===== src/rtl/destruct_stream_if.sv =====
// destruct_stream_if: stream bundle for destruct_stream.
//   Input side : ivalid, iready, idata[ISIZE], ilast  (wide words from the read FIFO)
//   Output side: ovalid, oready, odata[OSIZE], olast, omask[OSIZE/8]
// master = the environment (drives input words, consumes output words)
// slave  = the converter
interface destruct_stream_if #(
  parameter int ISIZE = 256,
  parameter int OSIZE = 24
);
  logic               ivalid;
  logic               iready;
  logic [ISIZE-1:0]   idata;
  logic               ilast;
  logic               ovalid;
  logic               oready;
  logic [OSIZE-1:0]   odata;
  logic               olast;
  logic [OSIZE/8-1:0] omask;

  modport master (
    output ivalid, idata, ilast, oready,
    input  iready, ovalid, odata, olast, omask
  );

  modport slave (
    input  ivalid, idata, ilast, oready,
    output iready, ovalid, odata, olast, omask
  );
endinterface


===== src/rtl/destruct_stream.sv =====
// destruct_stream: wide-to-narrow stream width converter (VDMA read path).
// Takes ISIZE-bit words and emits OSIZE-bit words through a bit-level residue
// buffer. On ilast the residue is flushed as a zero-padded partial word with
// a byte mask and olast.
// Ports:
//   clock    - rising-edge clock
//   rst_n    - asynchronous active-low reset
//   sync_clr - synchronous clear of buffer, flush flag and output register
//   bus      - destruct_stream_if.slave (input and output handshakes)
// Build option: DESTRUCT_STREAM_LSB_FIRST_EN selects LSB-first bit order
// (default MSB-first).
module destruct_stream #(
  parameter int ISIZE = 256,
  parameter int OSIZE = 24
) (
  input  logic              clock,
  input  logic              rst_n,
  input  logic              sync_clr,
  destruct_stream_if.slave  bus
);
  localparam int CAP = ISIZE + OSIZE - 1;
  localparam int LW  = $clog2(CAP + 1);
  localparam int MB  = OSIZE / 8;
  localparam logic [LW-1:0] OS_L = LW'(OSIZE);
  localparam logic [LW-1:0] IS_L = LW'(ISIZE);

  // Residue bits beyond the level are kept zero, so a partial word falls out
  // already zero-padded when sliced the same way as a full word.
  logic [CAP-1:0]   rbuf;
  logic [LW-1:0]    lvl;
  logic             flush;
  logic             ovalid_q, olast_q;
  logic [OSIZE-1:0] odata_q;
  logic [MB-1:0]    omask_q;

  logic             accept, free, ld_full, ld_part, last_full;
  logic [CAP-1:0]   ins, rbuf_sh;
  logic [OSIZE-1:0] head;
  logic [LW-1:0]    nbytes;
  logic [MB-1:0]    pmask;

  // rst_n gating keeps iready low while reset is held.
  assign bus.iready = rst_n && !sync_clr && !flush && (lvl < OS_L);
  assign bus.ovalid = ovalid_q;
  assign bus.olast  = olast_q;
  assign bus.odata  = odata_q;
  assign bus.omask  = omask_q;

  assign accept    = bus.ivalid && bus.iready;
  assign free      = !ovalid_q || bus.oready;
  assign ld_full   = free && (lvl >= OS_L);
  assign ld_part   = free && flush && (lvl != '0) && (lvl < OS_L);
  assign last_full = flush && (lvl == OS_L);
  assign nbytes    = (lvl + LW'(7)) >> 3;

`ifdef DESTRUCT_STREAM_LSB_FIRST_EN
  // Valid residue occupies rbuf[lvl-1:0]; new bits go above it.
  assign ins     = {{(OSIZE-1){1'b0}}, bus.idata} << lvl;
  assign head    = rbuf[OSIZE-1:0];
  assign rbuf_sh = rbuf >> OSIZE;
  assign pmask   = ~({MB{1'b1}} << nbytes);
`else
  // Valid residue occupies the top lvl bits of rbuf; new bits go below it.
  assign ins     = {bus.idata, {(OSIZE-1){1'b0}}} >> lvl;
  assign head    = rbuf[CAP-1 -: OSIZE];
  assign rbuf_sh = rbuf << OSIZE;
  assign pmask   = ~({MB{1'b1}} >> nbytes);
`endif

  always_ff @(posedge clock or negedge rst_n) begin
    if (!rst_n) begin
      rbuf     <= '0;
      lvl      <= '0;
      flush    <= 1'b0;
      ovalid_q <= 1'b0;
      olast_q  <= 1'b0;
      odata_q  <= '0;
      omask_q  <= '0;
    end else if (sync_clr) begin
      rbuf     <= '0;
      lvl      <= '0;
      flush    <= 1'b0;
      ovalid_q <= 1'b0;
      olast_q  <= 1'b0;
      odata_q  <= '0;
      omask_q  <= '0;
    end else begin
      // Residue buffer: accept and load are mutually exclusive by construction.
      if (accept) begin
        rbuf <= rbuf | ins;
        lvl  <= lvl + IS_L;
        if (bus.ilast) flush <= 1'b1;
      end else if (ld_full) begin
        rbuf <= rbuf_sh;
        lvl  <= lvl - OS_L;
        if (last_full) flush <= 1'b0;
      end else if (ld_part) begin
        rbuf  <= '0;
        lvl   <= '0;
        flush <= 1'b0;
      end

      // Output register.
      if (ld_full) begin
        ovalid_q <= 1'b1;
        odata_q  <= head;
        omask_q  <= '1;
        olast_q  <= last_full;
      end else if (ld_part) begin
        ovalid_q <= 1'b1;
        odata_q  <= head;
        omask_q  <= pmask;
        olast_q  <= 1'b1;
      end else if (free) begin
        ovalid_q <= 1'b0;
      end
    end
  end
endmodule


===== src/flat_wrapper.sv =====
// flat-port wrapper written by rule: the top's interface ports become plain ports
module destruct_stream_flat 
#(
  parameter int ISIZE = 256,
  parameter int OSIZE = 24
)
  (clock, rst_n, sync_clr, bus_ivalid, bus_idata, bus_ilast, bus_oready, bus_iready, bus_ovalid, bus_odata, bus_olast, bus_omask);
  destruct_stream_if #(.ISIZE(ISIZE), .OSIZE(OSIZE)) bus_i ();
  input  logic clock;
  input  logic rst_n;
  input  logic sync_clr;
  input wire logic [$bits(bus_i.ivalid)-1:0] bus_ivalid;
  input wire logic [$bits(bus_i.idata)-1:0] bus_idata;
  input wire logic [$bits(bus_i.ilast)-1:0] bus_ilast;
  input wire logic [$bits(bus_i.oready)-1:0] bus_oready;
  output wire logic [$bits(bus_i.iready)-1:0] bus_iready;
  output wire logic [$bits(bus_i.ovalid)-1:0] bus_ovalid;
  output wire logic [$bits(bus_i.odata)-1:0] bus_odata;
  output wire logic [$bits(bus_i.olast)-1:0] bus_olast;
  output wire logic [$bits(bus_i.omask)-1:0] bus_omask;
  assign bus_i.ivalid = bus_ivalid;
  assign bus_i.idata = bus_idata;
  assign bus_i.ilast = bus_ilast;
  assign bus_i.oready = bus_oready;
  assign bus_iready = bus_i.iready;
  assign bus_ovalid = bus_i.ovalid;
  assign bus_odata = bus_i.odata;
  assign bus_olast = bus_i.olast;
  assign bus_omask = bus_i.omask;
  destruct_stream #(.ISIZE(ISIZE), .OSIZE(OSIZE)) u_core (.clock(clock), .rst_n(rst_n), .sync_clr(sync_clr), .bus(bus_i));
endmodule

===== config.mk =====
export PLATFORM = sky130hd
export DESIGN_NAME = destruct_stream_flat
export DESIGN_NICKNAME = d
export VERILOG_FILES = /design/src/rtl/destruct_stream_if.sv /design/src/rtl/destruct_stream.sv /design/src/flat_wrapper.sv
export SDC_FILE = /design/constraint.sdc
export NUM_CORES = 1
export LEC_CHECK = 0
export CAP_MARGIN = 30
export CORE_ASPECT_RATIO = 0.6
export CORE_MARGIN = 2
export CORE_UTILIZATION = 36
export CTS_CLUSTER_SIZE = 12
export DETAILED_ROUTE_END_ITERATION = 10
export PLACE_DENSITY = 0.58
export SLEW_MARGIN = 0
export SYNTH_ARGS = -nofsm -noshare
export SYNTH_HDL_FRONTEND = slang
export SYNTH_SLANG_ARGS = --single-unit

===== constraint.sdc =====
create_clock -name clock -period 2.5 [get_ports clock]
set_input_delay 0.375 -clock clock [delete_from_list [all_inputs] [get_ports clock]]
set_output_delay 0.375 -clock clock [all_outputs]
set_load 0.01 [all_outputs]

* After elaboration in Yosys (flattened, before gate mapping)
Cells that the tools add are included.
Storage, ports and cells: bits in registers 318, bits in latches 0, RAM bits 0, ROM bits 0, input bits 262, output and inout bits 30, logic and storage cells 64, memories 0
Cells by class: $add $sub $neg 3, multiply operators 0, divide/modulo/power cells 0, magnitude comparators 2, equality and inequality tests 3, shifts and indexed selects 2, multiplexer cells 27, bitwise logic cells 2, reductions and logical operators 18
Operators by type and width (number):
- two-way mux 279 bit | 4
- bitwise OR 279 bit | 1
- right shift 279 x 9 -> 279 bit | 1
- two-way mux 24 bit | 3
- two-way mux 9 bit | 4
- two-way mux 1 bit | 13
- adder 9 x 3 -> 9 bit (second input constant) | 1
- adder 9 bit (second input constant) | 1
- equality test 9 x 5 -> 1 bit (second input constant) | 1
- >= comparator 9 x 5 -> 1 bit (second input constant) | 1
- logical AND 1 bit | 9
- less-than comparator 9 x 5 -> 1 bit (second input constant) | 1
- two-way mux 3 bit | 3
- nonzero test 9 bit | 1
- subtractor 9 x 5 -> 9 bit (second input constant) | 1
- nonzero test 4 bit | 2
- right shift 3 x 6 -> 3 bit (first input constant) | 1
- != test 4 x 3 -> 1 bit (second input constant) | 1
- zero test 1 bit | 3
- != test 3 bit (second input constant) | 1
- NOT 3 bit | 1
- AND reduction 3 bit | 1
- nonzero test 3 bit | 1
- logical OR 1 bit | 1

* Depth between registers and ports, before layout
depth after elaboration 9, depth in mapped cells 10, gate-level depth less buffers 6

* Least setup slack after synthesis
Ideal clock, no wire load.
path kind reg2reg, start register u_core.lvl[3], end register u_core.rbuf[131], setup time 0.120 ns, arrival time 1.944 ns, required time 2.380 ns, path slack 0.436 ns, cell stages (with the launch flop) 10, buffers on the path 4, period minus slack after synthesis 2.064 ns, path through dfrtp_1 buf_6 buf_6 buf_8 buf_6 mux2i_2 mux2i_1 mux4_2 a22oi_2 nand2_1
On the way: cells in the longest elaborated chain, start to end 5, elaborated cells between the ends (all ways) 14, classes of those cells order compare: 2; shift: 1; mux: 3; bitwise: 1; reduce/logical: 7
Ends and longest elaborated chain:
- start: declaration | line destruct_stream.sv:30 | logic [LW-1:0] lvl;
- start signal: assignment | line destruct_stream.sv:91 | lvl <= lvl + IS_L;
- start signal: assignment | line destruct_stream.sv:95 | lvl <= lvl - OS_L;
- parallel branches: the longest is 5 deep, another holds right shift 279 x 9 -> 279 bit
- end signal: assignment | line destruct_stream.sv:90 | rbuf <= rbuf | ins;
- end signal: assignment | line destruct_stream.sv:94 | rbuf <= rbuf_sh;
- end: declaration | line destruct_stream.sv:29 | logic [CAP-1:0] rbuf;
Several ways; the timed one is not identified. A chain may end at the register's enable or synchronous reset.

* Worst setup path after layout
start register u_core.lvl[3], end register u_core.rbuf[144]
The elaborated chain is that of the path after synthesis.

==> run summary <==
CP max FO: 29
Max Fclk: 0.3974 GHz
GRT Total Usage: 0.3071
Sequential fraction of the synthesis area: 0.3291
Min Hold Slack: 267.0 ps
I/O Buffers: 291
Routed vias/inst: 6.232
Final max-slew violation count: 0
Antenna violations before repair: 6
Peak supply drop: 0.5649 mV
Layout Area Growth over Synthesis: 28.85%
Die Span Y: 203.8 um
Num rows: 73
Syn Nets: 2,774
Die Span X: 337.0 um
Vias: 23,790
Final hold viol count: 0
Tot Pwr: 35.61 mW
Slew Limit Headroom: 0.4544
Largest net degree at the start of global routing: 137
Final setup vio count: 1
Failing checks: setup timing
Clock-pin slew of the registers on the worst-case setup and hold paths: 70 ps
Post-synthesis register bit count: 315
Status: finished, violations left
Setup TNS: -16.58 ps
Post-synthesis cell count: 2,511
CTS buffer count: 36
DP Wirelength: 80,880 um
Distinct cells, synth: 68
Most used flip-flop cell after synthesis: dfrtp_1
Avg Cell Area, Syn: 9.538 um2
Core area: 66,040 um2
Reg2Reg Depth: 8
Vias in the first global route: 23,510
Per-cell routed wire length: 28.10 um
GP Congestion: 0.9520
RSZ-0062 raised after global routing: yes
Power per Cell Area: 1154 nW/um2
Async S/R FF share, synth: 1.000
1st-pass router iterations: 6
First-pass GRT wire length: 158,600 um
Netlist Area Pre-Place: 23,950 um2
Post-Route WL: 107,300 um
Worst-margin pin slew: 818.5 ps
I/O Pins: 292
Synth cell count leaders: nand2_1 (423), dfrtp_1 (315), mux2i_1 (249), mux2_2 (149), a21oi_1 (147)
Req. time, crit path: 2910 ps
Filler instances: 6,181
Initial Util: 0.3627
# DRC: 0
Crit start category: register
Nets: 3,158
Final worst-path cycle share: 1.007
Synth area leader: dfrtp_1
Critical path type: reg2reg
Crit end category: register
Die ar.: 68,670 um2
EDFF count, synth: 0
Synth warnings: 0
Arrival time at the worst endpoint: 2930 ps
Clk_skew: 33.53 ps
Worst skew pair latency: 560 ps
CTS Buffer Depth: 3
Post-layout min period: 2517 ps
Area share of the largest cell type after synthesis: 0.3291
Drt initial violations: 3,223
Worst Hold Class: in2async
CTS H-tree depth: 2
Grt ovf: 0
Most common cell in the netlist: nand2_1
CTS tree: built
Total of max-cap violations: 0
Share of layout cells above drive strength 1: 0.2274
Setup WS post-layout: -16.58 ps
Top cells by area, synth: dfrtp_1 (33%), mux2i_1 (10%), mux4_2 (9.6%)
P_leak: 13.05 nW
DRT antenna net count: 0
Root Driver: clkbuf_16
Clk sinks: 315
[worst paths after layout]
path | startpoint | endpoint | slack, ps
setup / recovery | u_core.lvl[3]$_DFFE_PN0P_ | u_core.rbuf[144]$_DFFE_PN0P_ | -20
hold / removal | rst_n | u_core.bus.ovalid$_DFFE_PN0P_ | 270
setup reg to reg | u_core.lvl[3]$_DFFE_PN0P_ | u_core.rbuf[144]$_DFFE_PN0P_ | -20
hold reg to reg | u_core.rbuf[37]$_DFFE_PN0P_ | u_core.rbuf[37]$_DFFE_PN0P_ | 470
max in group asynchronous | rst_n | u_core.rbuf[36]$_DFFE_PN0P_ | 1570
min in group clock | bus_ilast | u_core.flush$_DFFE_PN0P_ | 440
[worst max-delay path, stage by stage (launching register included)]
cell and delay [ps]:
dfrtp_4 450, buf_4 200, buf_12 240, buf_12 220, mux2_2 370, mux2i_1 240
mux2_2 220, a211oi_2 90, a221o_1 290
[flip-flops by register name, indices dropped and copies added (netlist names)]
signal	cells
u_core.flush	1
u_core.bus.ovalid	1
u_core.rbuf	279
u_core.bus.olast	1
u_core.bus.odata	24
u_core.bus.omask	3
u_core.lvl	6
[cells by family (layout without fill, tap and decap cells)]
group,count (synthesis),after routing,share of synthesized area
AOI/OAI and AO/OA,751,751,0.2215
and+or+nand+nor,665,665,0.1158
muxes,502,502,0.2711
DFF,315,315,0.3291
buffers and inverters,277,682,0.06196
adders and majority gates,1,1,0.0005224
other,0,2,0
[stage by stage]
stage / instance area [um2] / instances / worst slack (ps) / utilization
after CTS: 30710 / 3814 / -1.112 / 0.4651
after floorplan: 23950 / 2511 / 436.3 / -
after global routing: 30860 / 3818 / -67.40 / 0.4673
final: 30860 / 3818 / -16.58 / 0.4673
after detailed placement: 29570 / 3755 / -99.11 / 0.4477
after global placement: 29570 / 3755 / -49.47 / 0.4477
[where the power goes]
group	switching (mW)	total (mW)	internal [mW]
combinational	13.0	23.1	10.1
sequential	0.871	7.11	6.24
clock	2.33	5.39	3.06
total	16.2	35.6	19.4
[cell usage in the layout, fill, tap and decap left out, types with 5 or more instances in the layout]
cell | Yosys | routed
o31ai_1 | 8 | 6
o21ai_1 | 47 | 47
nor2b_1 | 16 | 16
nor2_1 | 102 | 101
inv_1 | 16 | 15
and2_0 | 6 | 6
nor3_1 | 22 | 21
a221o_1 | 120 | 119
and2_1 | 17 | 17
a311oi_1 | 16 | 16
o21bai_1 | 12 | 12
dfrtp_1 | 315 | 311
clkbuf_8 | 0 | 5
mux4_2 | 102 | 102
o21ai_0 | 86 | 86
mux2_2 | 149 | 149
mux2i_1 | 249 | 236
o211ai_1 | 25 | 25
a31oi_1 | 54 | 54
buf_12 | 1 | 45
clkbuf_1 | 94 | 9
buf_6 | 23 | 6
a211o_1 | 11 | 11
mux2i_2 | 1 | 14
or3_1 | 5 | 5
o22ai_1 | 21 | 21
a22o_1 | 15 | 15
nand3_1 | 48 | 47
nand2b_1 | 14 | 14
a32oi_1 | 8 | 8
nand2_1 | 423 | 423
o311a_1 | 6 | 6
a21oi_1 | 147 | 146
clkbuf_16 | 0 | 38
a22oi_1 | 94 | 94
buf_4 | 16 | 259
clkdlybuf4s50_1 | 0 | 288
a211oi_1 | 43 | 42
[layout make-up]
type                       instances  area [um2]  share of cell area
sequential                       315        7895              0.2558
timing repair buffer             605        5928              0.1921
clock inverter                     8       95.09            0.003081
multi-input combinational       1919       14700              0.4762
antenna                            2       5.005           0.0001622
inverter                          18       85.08            0.002757
clock buffer                      51        1028             0.03333
tap                              900        1126             0.03649
[metal layers]
| metal | GRT usage | share of wire | up-vias |
|---|---|---|---|
| li1 | - | - | 10310 |
| met1 | 0.4610 | 0.46 | 12070 |
| met2 | 0.4564 | 0.43 | 1256 |
| met3 | 0.05087 | 0.082 | 157 |
| met4 | 0.07637 | 0.024 | 4 |
| met5 | 0 | 0.00025 | - |
[repair_timing]
item	4_1_cts	5_1_grt
setup buffers	0	1
hold buffers	0	0
gates cloned	0	1
gates resized for setup	8	29
setup endpoints to repair	3	50
pin swaps	0	1
Note: power is estimated with default switching activity, not from simulation.
